### src/rtl/bus_sequencer_pkg.sv
`default_nettype none
//------------------------------------------------------------------------------
// Module      : bus_sequencer_pkg
// Description : Shared types and helpers for the CPU/Wishbone bus sequencer:
//               CPU speed encoding, ns-to-slot conversion and period lengths.
// Revision    : 1.0 - initial release
//------------------------------------------------------------------------------
package bus_sequencer_pkg;

   // Run-time CPU speed selection; the reserved code behaves like 1 MHz
   typedef enum logic [1:0] {
      SPEED_1MHZ   = 2'b00,
      SPEED_2MHZ   = 2'b01,
      SPEED_500KHZ = 2'b10,
      SPEED_RSVD   = 2'b11
   } cpu_speed_t;

   // Shortest period any speed can select; every slot must fit inside it
   localparam int c_SHORTEST_PERIOD = 32;

   // Slot offset for an ns delay: whole cycles rounded up, plus one cycle of
   // margin for the registered output stage
   function automatic int ns_to_cycles(input int t_ns, input int clk_mhz);
      return ((t_ns * clk_mhz) + 999) / 1000 + 1;
   endfunction

   // Period length in system clocks for a given CPU speed
   function automatic int period_len(input cpu_speed_t speed);
      case (speed)
         SPEED_2MHZ:   return 32;
         SPEED_500KHZ: return 128;
         default:      return 64;
      endcase
   endfunction

endpackage : bus_sequencer_pkg
`default_nettype wire

### src/rtl/bus_sequencer_period_counter.sv
`default_nettype none
//------------------------------------------------------------------------------
// Module      : period_counter
// Description : Wrapping slot counter. Speed and halt requests are latched on
//               the last cycle of a period and held for the whole next period.
// Revision    : 1.0 - initial release
//------------------------------------------------------------------------------
module period_counter
   import bus_sequencer_pkg::*;
#(
   parameter int COUNTER_WIDTH = 7
) (
   input  logic                     wb_clock_i,
   input  logic                     wb_reset_i,
   input  logic [1:0]               cpu_speed_i,
   input  logic                     cpu_halt_i,
   output logic [COUNTER_WIDTH-1:0] count_o,
   output logic                     period_end_o,
   output logic                     active_halt_o
);

   cpu_speed_t               r_speed;
   logic                     r_halt;
   logic [COUNTER_WIDTH-1:0] r_count;
   logic [COUNTER_WIDTH-1:0] w_last_slot;

   assign w_last_slot   = COUNTER_WIDTH'(period_len(r_speed) - 1);
   assign period_end_o  = (r_count == w_last_slot);
   assign count_o       = r_count;
   assign active_halt_o = r_halt;

   // Count through the period; sample the next period's speed/halt at the wrap
   always_ff @(posedge wb_clock_i) begin
      if (wb_reset_i) begin
         r_count <= '0;
         r_speed <= SPEED_1MHZ;
         r_halt  <= 1'b0;
      end else if (period_end_o) begin
         r_count <= '0;
         r_speed <= cpu_speed_t'(cpu_speed_i);
         r_halt  <= cpu_halt_i;
      end else begin
         r_count <= r_count + 1'b1;
      end
   end

endmodule : period_counter
`default_nettype wire

### src/rtl/bus_sequencer.sv
`default_nettype none
//------------------------------------------------------------------------------
// Module      : bus_sequencer
// Description : Time-slices the shared bus between Wishbone and the W65C02S.
//               Slot positions are derived from ns timing parameters; every
//               output is registered one cycle after its slot is reached.
// Revision    : 1.0 - initial release
//------------------------------------------------------------------------------
module bus_sequencer
   import bus_sequencer_pkg::*;
#(
   parameter int SYS_CLOCK_MHZ   = 64,
   parameter int WB_DRAIN_CYCLES = 5,
   parameter int T_BVD_NS        = 30,
   parameter int T_PWH_NS        = 62,
   parameter int T_DSR_NS        = 15,
   parameter int T_DH_NS         = 10,
   parameter int T_IO_NS         = 11,
   parameter int COUNTER_WIDTH   = 7
) (
   input  logic       wb_clock_i,
   input  logic       wb_reset_i,
   input  logic [1:0] cpu_speed_i,
   input  logic       cpu_halt_i,
   output logic       wb_ready_o,
   output logic       cpu_be_o,
   output logic       bus_valid_o,
   output logic       io_valid_o,
   output logic       cpu_clock_o,
   output logic       cpu_we_window_o,
   output logic       wb_addr_oe_o,
   output logic       period_start_o,
   output logic       cpu_cycle_o
);

   // Slot chain: each event follows the previous one by its converted delay
   localparam int c_BE_START  = WB_DRAIN_CYCLES;
   localparam int c_BUS_VALID = c_BE_START  + ns_to_cycles(T_BVD_NS, SYS_CLOCK_MHZ);
   localparam int c_IO_VALID  = c_BUS_VALID + ns_to_cycles(T_IO_NS,  SYS_CLOCK_MHZ);
   localparam int c_PHI_START = c_IO_VALID  + ns_to_cycles(T_DSR_NS, SYS_CLOCK_MHZ);
   localparam int c_PHI_END   = c_PHI_START + ns_to_cycles(T_PWH_NS, SYS_CLOCK_MHZ);
   localparam int c_BE_END    = c_PHI_END   + ns_to_cycles(T_DH_NS,  SYS_CLOCK_MHZ);
   localparam int c_WB_BE     = c_BE_END    + ns_to_cycles(T_BVD_NS, SYS_CLOCK_MHZ);
   localparam int c_WB_READY  = c_WB_BE + 1;

   localparam logic [COUNTER_WIDTH-1:0] c_S_ZERO      = '0;
   localparam logic [COUNTER_WIDTH-1:0] c_S_BE_START  = COUNTER_WIDTH'(c_BE_START);
   localparam logic [COUNTER_WIDTH-1:0] c_S_BUS_VALID = COUNTER_WIDTH'(c_BUS_VALID);
   localparam logic [COUNTER_WIDTH-1:0] c_S_IO_VALID  = COUNTER_WIDTH'(c_IO_VALID);
   localparam logic [COUNTER_WIDTH-1:0] c_S_PHI_START = COUNTER_WIDTH'(c_PHI_START);
   localparam logic [COUNTER_WIDTH-1:0] c_S_PHI_END   = COUNTER_WIDTH'(c_PHI_END);
   localparam logic [COUNTER_WIDTH-1:0] c_S_BE_END    = COUNTER_WIDTH'(c_BE_END);
   localparam logic [COUNTER_WIDTH-1:0] c_S_WB_BE     = COUNTER_WIDTH'(c_WB_BE);
   localparam logic [COUNTER_WIDTH-1:0] c_S_WB_READY  = COUNTER_WIDTH'(c_WB_READY);

   // The whole CPU window must fit in the shortest (2 MHz) period
   if (c_WB_READY >= c_SHORTEST_PERIOD) begin : g_slot_check
      $fatal(1, "bus_sequencer: WB_READY slot %0d does not fit a %0d-cycle period",
             c_WB_READY, c_SHORTEST_PERIOD);
   end

   logic [COUNTER_WIDTH-1:0] w_count;
   logic                     w_period_end;
   logic                     w_active_halt;

   logic r_wb_ready, r_cpu_be, r_bus_valid, r_io_valid, r_cpu_clock;
   logic r_we_window, r_wb_addr_oe, r_period_start, r_cpu_cycle;

   period_counter #(
      .COUNTER_WIDTH (COUNTER_WIDTH)
   ) u_period_counter (
      .wb_clock_i    (wb_clock_i),
      .wb_reset_i    (wb_reset_i),
      .cpu_speed_i   (cpu_speed_i),
      .cpu_halt_i    (cpu_halt_i),
      .count_o       (w_count),
      .period_end_o  (w_period_end),
      .active_halt_o (w_active_halt)
   );

   // Slot compare and output registers; a halted period hands the bus to Wishbone
   always_ff @(posedge wb_clock_i) begin
      if (wb_reset_i) begin
         r_wb_ready     <= 1'b0;
         r_cpu_be       <= 1'b0;
         r_bus_valid    <= 1'b0;
         r_io_valid     <= 1'b0;
         r_cpu_clock    <= 1'b0;
         r_we_window    <= 1'b0;
         r_wb_addr_oe   <= 1'b0;
         r_period_start <= 1'b0;
         r_cpu_cycle    <= 1'b0;
      end else begin
         // Both track the counter wrap, so they line up with count 0
         r_period_start <= w_period_end;
         r_cpu_cycle    <= w_period_end ? ~cpu_halt_i : ~w_active_halt;

         if (w_active_halt) begin
            r_cpu_be     <= 1'b0;
            r_bus_valid  <= 1'b0;
            r_io_valid   <= 1'b0;
            r_cpu_clock  <= 1'b0;
            r_we_window  <= 1'b0;
            r_wb_addr_oe <= 1'b1;
            r_wb_ready   <= 1'b1;
         end else begin
            if (w_count == c_S_ZERO) begin
               r_wb_ready <= 1'b0;
            end
            if (w_count == c_S_BE_START) begin
               r_cpu_be     <= 1'b1;
               r_wb_addr_oe <= 1'b0;
            end
            if (w_count == c_S_BUS_VALID) begin
               r_bus_valid <= 1'b1;
            end
            if (w_count == c_S_IO_VALID) begin
               r_io_valid <= 1'b1;
            end
            if (w_count == c_S_PHI_START) begin
               r_cpu_clock <= 1'b1;
               r_we_window <= 1'b1;
            end
            if (w_count == c_S_PHI_END) begin
               r_cpu_clock <= 1'b0;
               r_we_window <= 1'b0;
            end
            if (w_count == c_S_BE_END) begin
               r_cpu_be    <= 1'b0;
               r_bus_valid <= 1'b0;
               r_io_valid  <= 1'b0;
            end
            if (w_count == c_S_WB_BE) begin
               r_wb_addr_oe <= 1'b1;
            end
            if (w_count == c_S_WB_READY) begin
               r_wb_ready <= 1'b1;
            end
         end
      end
   end

   assign wb_ready_o      = r_wb_ready;
   assign cpu_be_o        = r_cpu_be;
   assign bus_valid_o     = r_bus_valid;
   assign io_valid_o      = r_io_valid;
   assign cpu_clock_o     = r_cpu_clock;
   assign cpu_we_window_o = r_we_window;
   assign wb_addr_oe_o    = r_wb_addr_oe;
   assign period_start_o  = r_period_start;
   assign cpu_cycle_o     = r_cpu_cycle;

endmodule : bus_sequencer
`default_nettype wire

### config.mk
export PLATFORM = sky130hd
export DESIGN_NAME = bus_sequencer
export DESIGN_NICKNAME = d
export VERILOG_FILES = /design/src/rtl/bus_sequencer_pkg.sv /design/src/rtl/bus_sequencer_period_counter.sv /design/src/rtl/bus_sequencer.sv
export SDC_FILE = /design/constraint.sdc
export NUM_CORES = 1
export LEC_CHECK = 0
export BUFFER_PORTS_ARGS = -buffer_cell sky130_fd_sc_hd__buf_2
export CELL_PAD_IN_SITES_DETAIL_PLACEMENT = 1
export CELL_PAD_IN_SITES_GLOBAL_PLACEMENT = 1
export CORE_UTILIZATION = 40
export CTS_CLUSTER_SIZE = 28
export DETAILED_ROUTE_END_ITERATION = 10
export PLACE_DENSITY_LB_ADDON = 0.1
export RECOVER_POWER = 50
export SLEW_MARGIN = 20
export SYNTH_ARGS = -nofsm -noshare
export SYNTH_HDL_FRONTEND = slang
export SYNTH_SLANG_ARGS = --single-unit
### constraint.sdc
create_clock -name wb_clock_i -period 2.3 [get_ports wb_clock_i]
set_input_delay 0.345 -clock wb_clock_i [delete_from_list [all_inputs] [get_ports wb_clock_i]]
set_output_delay 0.345 -clock wb_clock_i [all_outputs]
set_load 0.02 [all_outputs]
Word level (Yosys, flattened, before mapping)
Index checks and enable logic that the tools add are counted.

storage, ports and cells
  register bits after elaboration = 18
  latch bits = 0
  memory bits (writable) = 0
  ROM bits = 0
  bits of input ports = 5
  output and inout port bits = 9
  logic and storage cells = 40
  memories kept = 0

operators by class
  add/subtract/negate cells = 2
  multiply operators = 0
  divide/modulo/power cells = 0
  magnitude comparators = 0
  equal/unequal tests = 11
  shifts and indexed selects = 0
  mux-type cells = 8
  bitwise operators = 2
  reductions and logical operators = 6

operators with widths
  operator                                           count
  == test 7 x 5 -> 1 bit (second input constant)     4
  == test 7 x 4 -> 1 bit (second input constant)     3
  case mux 7 bit (2 select lines)                    1
  adder 7 x 1 -> 7 bit (second input constant)       1
  == test 7 x 3 -> 1 bit (second input constant)     1
  == test 7 bit                                      1
  logical NOT 7 bit                                  1
  two-way mux 1 bit                                  7
  subtractor 7 x 1 -> 7 bit (second input constant)  1
  nonzero test 3 bit                                 2
  OR reduction 3 bit                                 2
  == test 2 x 1 -> 1 bit (second input constant)     1
  == test 2 bit (second input constant)              1
  NOT 1 bit                                          2
  OR reduction 2 bit                                 1

Longest topological paths before layout
  depth after elaboration = 5
  depth in mapped cells = 6
  depth with buffers taken out = 6

Hierarchy
Synthesis repeated with hierarchy kept, for this count alone.

unflattened totals
  cells, all modules = 90
  area, all modules = 878.3 sq um

by module, submodules not included
  module          times used  cells an instance  area an instance (sq um)  seq. area each (sq um)
  period_counter  1           47                 479.2                     200.2
  bus_sequencer   1           43                 399.1                     160.2

Worst setup path after synthesis
Ideal clock, no wire load.

  path type = register -> register
  start = register u_period_counter.r_count[0] (netlist: u_period_counter.count_o[0])
  end = register r_cpu_cycle (netlist: cpu_cycle_o)
  library setup time = 121 ps
  arrival = 1,665 ps
  required time = 2,179 ps
  slack = 513 ps
  cell stages (with the launch flop) = 5
  buffers on the path = 0
  period minus slack after synthesis = 1,787 ps
  path through = dfxtp_1 -> ha_1 -> nand3_1 -> a2111oi_4 -> mux2_4

between the ends
  word-level cells in the longest chain between the ends = 2

RTL lines
  what                      line                                source
  start: declaration        bus_sequencer_period_counter.sv:24  logic [COUNTER_WIDTH-1:0] r_count;
  start signal: assignment  bus_sequencer_period_counter.sv:43  r_count <= r_count + 1'b1;
  == test 7 bit             bus_sequencer_period_counter.sv:28  assign period_end_o = (r_count == w_last_slot);
  two-way mux 1 bit         bus_sequencer.sv:96                 r_cpu_cycle <= w_period_end ? ~cpu_halt_i : ~w_active_halt;
  end signal: assignment    bus_sequencer.sv:96
  end: declaration          bus_sequencer.sv:67                 logic r_we_window, r_wb_addr_oe, r_period_start, r_cpu_cycle;

Every way passes these cells.
A chain may end at the register's enable or synchronous reset.

Worst setup path in the final report
  start = register u_period_counter.r_count[0] (netlist: u_period_counter.count_o[0])
  end = register u_period_counter.r_speed[0]

between the ends
  word-level cells in the longest chain between the ends = 1

RTL lines
  what                    line                                source
  == test 7 bit           bus_sequencer_period_counter.sv:28
  end signal: assignment  bus_sequencer_period_counter.sv:40  r_speed <= cpu_speed_t'(cpu_speed_i);
  end: declaration        bus_sequencer_period_counter.sv:22  cpu_speed_t r_speed;

Every way passes these cells.

==> run summary <==
Die X-Extent: 48.5 um
Total gr overflow: 0
Root buf cell: clkbuf_4
Fmax: 528 MHz
Gate Count Post-Synth: 93
Ant. Diodes: 0
Total core area: 2000 um2
Drt initial violations: 7
Average cell area after synthesis: 9.31 um2
Ratio of cells with drive above 1 in the final layout: 0.113
Via count: 684
Die H: 48.5 um
Detailed Routing Iterations Pass 1: 3
Min cycle time layout: 1.90 ns
P per Cell Area: 580 nW/um2
Worst r2r dst: u_period_counter.r_speed[0]$_SDFFE_PP0N_
WL final: 1760 um
Critical Path Source: u_period_counter.count_o[0]$_SDFF_PP0_
Post-synth net total: 102
Crit path kind: reg -> reg
CTS H-tree lvls: 1
Synth warn: 0
Syn-to-layout area delta: 11.7%
CP max stage delay: 0.52 ns
Total negative slack: 0 ns
Slew margin rel.: 0.661
TritonCTS Buffers: 3
Skew-Pair Late Insertion Delay: 0.30 ns
Max-slew violation total from the final report: 0
Setup repair bufs after CTS: 0
Peak supply drop: 0.336 mV
R2R Setup Slk: 0.40 ns
Vias in the first global route: 698
Initial antenna violation count: 0
Flops & latches, synth: 18
Startpoint types: register
Max Cap Viol: 0
Seq/Total Area, Yosys: 0.416
Cts repair resizes: 0
Total GRT Usage: 0.169
Detailed placer's ending HPWL: 1300 um
Final nets: 116
CP max FO: 6
Leak: 0.370 nW
Outcome: completed
CTS max path bufs: 2
Least-Margin Pin Slew: 0.508 ns
First-pass GRT wire length: 3090 um
Largest net degree at the start of global routing: 20
Starting Density: 0.432
Final setup skew: 0.00516 ns
CP required: 2.54 ns
R2R Path Start: u_period_counter.count_o[0]$_SDFF_PP0_
Die Footprint: 2350 um2
Reg2reg path depth: 5
Cell breakdown of the critical path: ha_1 -> nand3_1 -> a2111oi_4 -> buf_4 -> mux2i_1
Hold WS: 0.301 ns
Clk slew on worst S/H paths: 0.11 ns
CP endpoint: u_period_counter.r_speed[0]$_SDFFE_PP0N_
Routability cong.: 0.799
Vias/cell: 5.14
Final hold violations: 0
Port bufs: 13
DR DRC count: 0
Per-cell routed wire length: 13.2 um
# rows: 16
Hold Path Depth: 3
Setup violators final: 0
CTS tree: done
IO Pins: 14
Slowest cell on crit path: a2111oi_4
CP endpoint kind: register
Routed Antenna Nets: 0
Cts hold-fix bufs: 0
RSZ-0062 raised after global routing: no
Hold Crit Class: in -> reg
Worst EP arrival: 2.13 ns
Post-Syn Area: 866 um2
CTS Sinks: 18
Period utilisation layout: 0.824
Count of different cell masters after synthesis: 29
==> cells in the mapped netlist (all sizes together) <==
cell | count | area [um2]
nand2 | 2 | 7.51
nor4 | 1 | 6.26
ha | 4 | 50.1
nor2 | 13 | 48.8
nor3 | 3 | 15.0
a221oi | 2 | 17.5
and3 | 4 | 25.0
dfxtp | 18 | 360
buf | 3 | 22.5
a21oi | 5 | 25.0
or2b | 2 | 15.0
mux2 | 1 | 15.0
nor4b | 1 | 8.76
inv | 5 | 18.8
and4 | 2 | 17.5
nand3 | 4 | 20.0
clkbuf | 2 | 7.51
nor3b | 2 | 15.0
mux2i | 3 | 30.0
xor2 | 3 | 26.3
xnor2 | 2 | 17.5
a2111oi | 1 | 27.5
o21ai | 1 | 8.76
nand2b | 4 | 25.0
nand4 | 1 | 6.26
and2b | 1 | 7.51
a31oi | 1 | 6.26
nand4b | 1 | 8.76
nor2b | 1 | 6.26
==> cells by family after synthesis <==
| logic type | share of synthesized area |
|---|---|
| XOR/XNOR | 0.0506 |
| AO/OA/AOI/OAI | 0.0983 |
| AND/OR/NAND/NOR | 0.269 |
| multiplexers | 0.0520 |
| buffers and inverters | 0.0564 |
| adder cells (fa/ha/maj) | 0.0578 |
| flip-flops | 0.416 |
==> through the flow <==
step / area [um2] / instances / power (mW) / worst slack, ns / util
after floorplan: 866 / 93 / 0.361 / 0.513 / -
final: 967 / 133 / 0.561 / 0.405 / 0.483
after CTS: 978 / 133 / 0.573 / 0.403 / 0.489
after detailed placement: 942 / 129 / 0.372 / 0.435 / 0.471
after global placement: 942 / 129 / 0.372 / 0.509 / 0.471
after global routing: 967 / 133 / 0.594 / 0.270 / 0.483
==> sequential cells by signal, indices dropped and copies added, names as in the netlist <==
name / cells
io_valid_o: 1
u_period_counter.count_o: 7
wb_ready_o: 1
bus_valid_o: 1
u_period_counter.active_halt_o: 1
u_period_counter.r_speed: 2
cpu_we_window_o: 1
wb_addr_oe_o: 1
period_start_o: 1
cpu_be_o: 1
cpu_cycle_o: 1
==> critical path, delay by kind of cell, from the launching register on <==
family	cells	cell delay, ns
adders and majority gates	1	0.29
muxes	1	0.17
buffers and inverters	1	0.23
AOI/OAI and AO/OA	1	0.52
and+or+nand+nor	1	0.18
DFF	1	0.43
==> layout by cell type, fill, tap and decap left out, types with 4 or more instances in the layout <==
| master | synthesis | routed |
|---|---|---|
| nor2_1 | 13 | 13 |
| nand3_1 | 4 | 4 |
| dfxtp_1 | 18 | 18 |
| and3_1 | 4 | 4 |
| nand2b_1 | 4 | 4 |
| clkbuf_1 | 2 | 9 |
| inv_1 | 5 | 5 |
| buf_2 | 0 | 4 |
| a21oi_1 | 5 | 5 |
| ha_1 | 4 | 4 |
==> per-layer routing <==
metal / wire length, um / part of all wire / track usage / vias to the layer above
met5: 0 / 0 / 0 / -
met4: 10 / 0.0057 / 0.0147 / 0
met3: 64 / 0.036 / 0.0660 / 2
met2: 782 / 0.45 / 0.277 / 11
met1: 898 / 0.51 / 0.219 / 323
li1: - / - / - / 348
==> report_power, final <==
part / leakage (nW) / total, mW / internal (mW) / switching, mW
Sequential: 0.146 / 0.325 / 0.318 / 0.00784
Clock: 0.0210 / 0.196 / 0.0965 / 0.0999
Combinational: 0.203 / 0.0392 / 0.0173 / 0.0218
Total: 0.370 / 0.561 / 0.431 / 0.130
==> cell type report <==
type | count | area [um2]
sequential | 18 | 360
timing repair buffer | 14 | 61.3
inverter | 5 | 18.8
clock buffer | 4 | 36.3
tap | 27 | 33.8
fill | 249 | 1030
multi-input combinational | 65 | 457
==> how the worst min path moves through the flow <==
stage	startpoint	to
after CTS	cpu_speed_i[1]	u_period_counter.r_speed[1]$_SDFFE_PP0N_
after global placement	cpu_be_o$_SDFFE_PP0N_	cpu_be_o$_SDFFE_PP0N_
after floorplan	u_period_counter.active_halt_o$_SDFFE_PP0N_	cpu_we_window_o$_SDFFE_PP0N_
after detailed placement	cpu_be_o$_SDFFE_PP0N_	cpu_be_o$_SDFFE_PP0N_
after global routing	cpu_speed_i[1]	u_period_counter.r_speed[1]$_SDFFE_PP0N_
final	cpu_speed_i[1]	u_period_counter.r_speed[1]$_SDFFE_PP0N_
(Power assumes the default switching activity.)
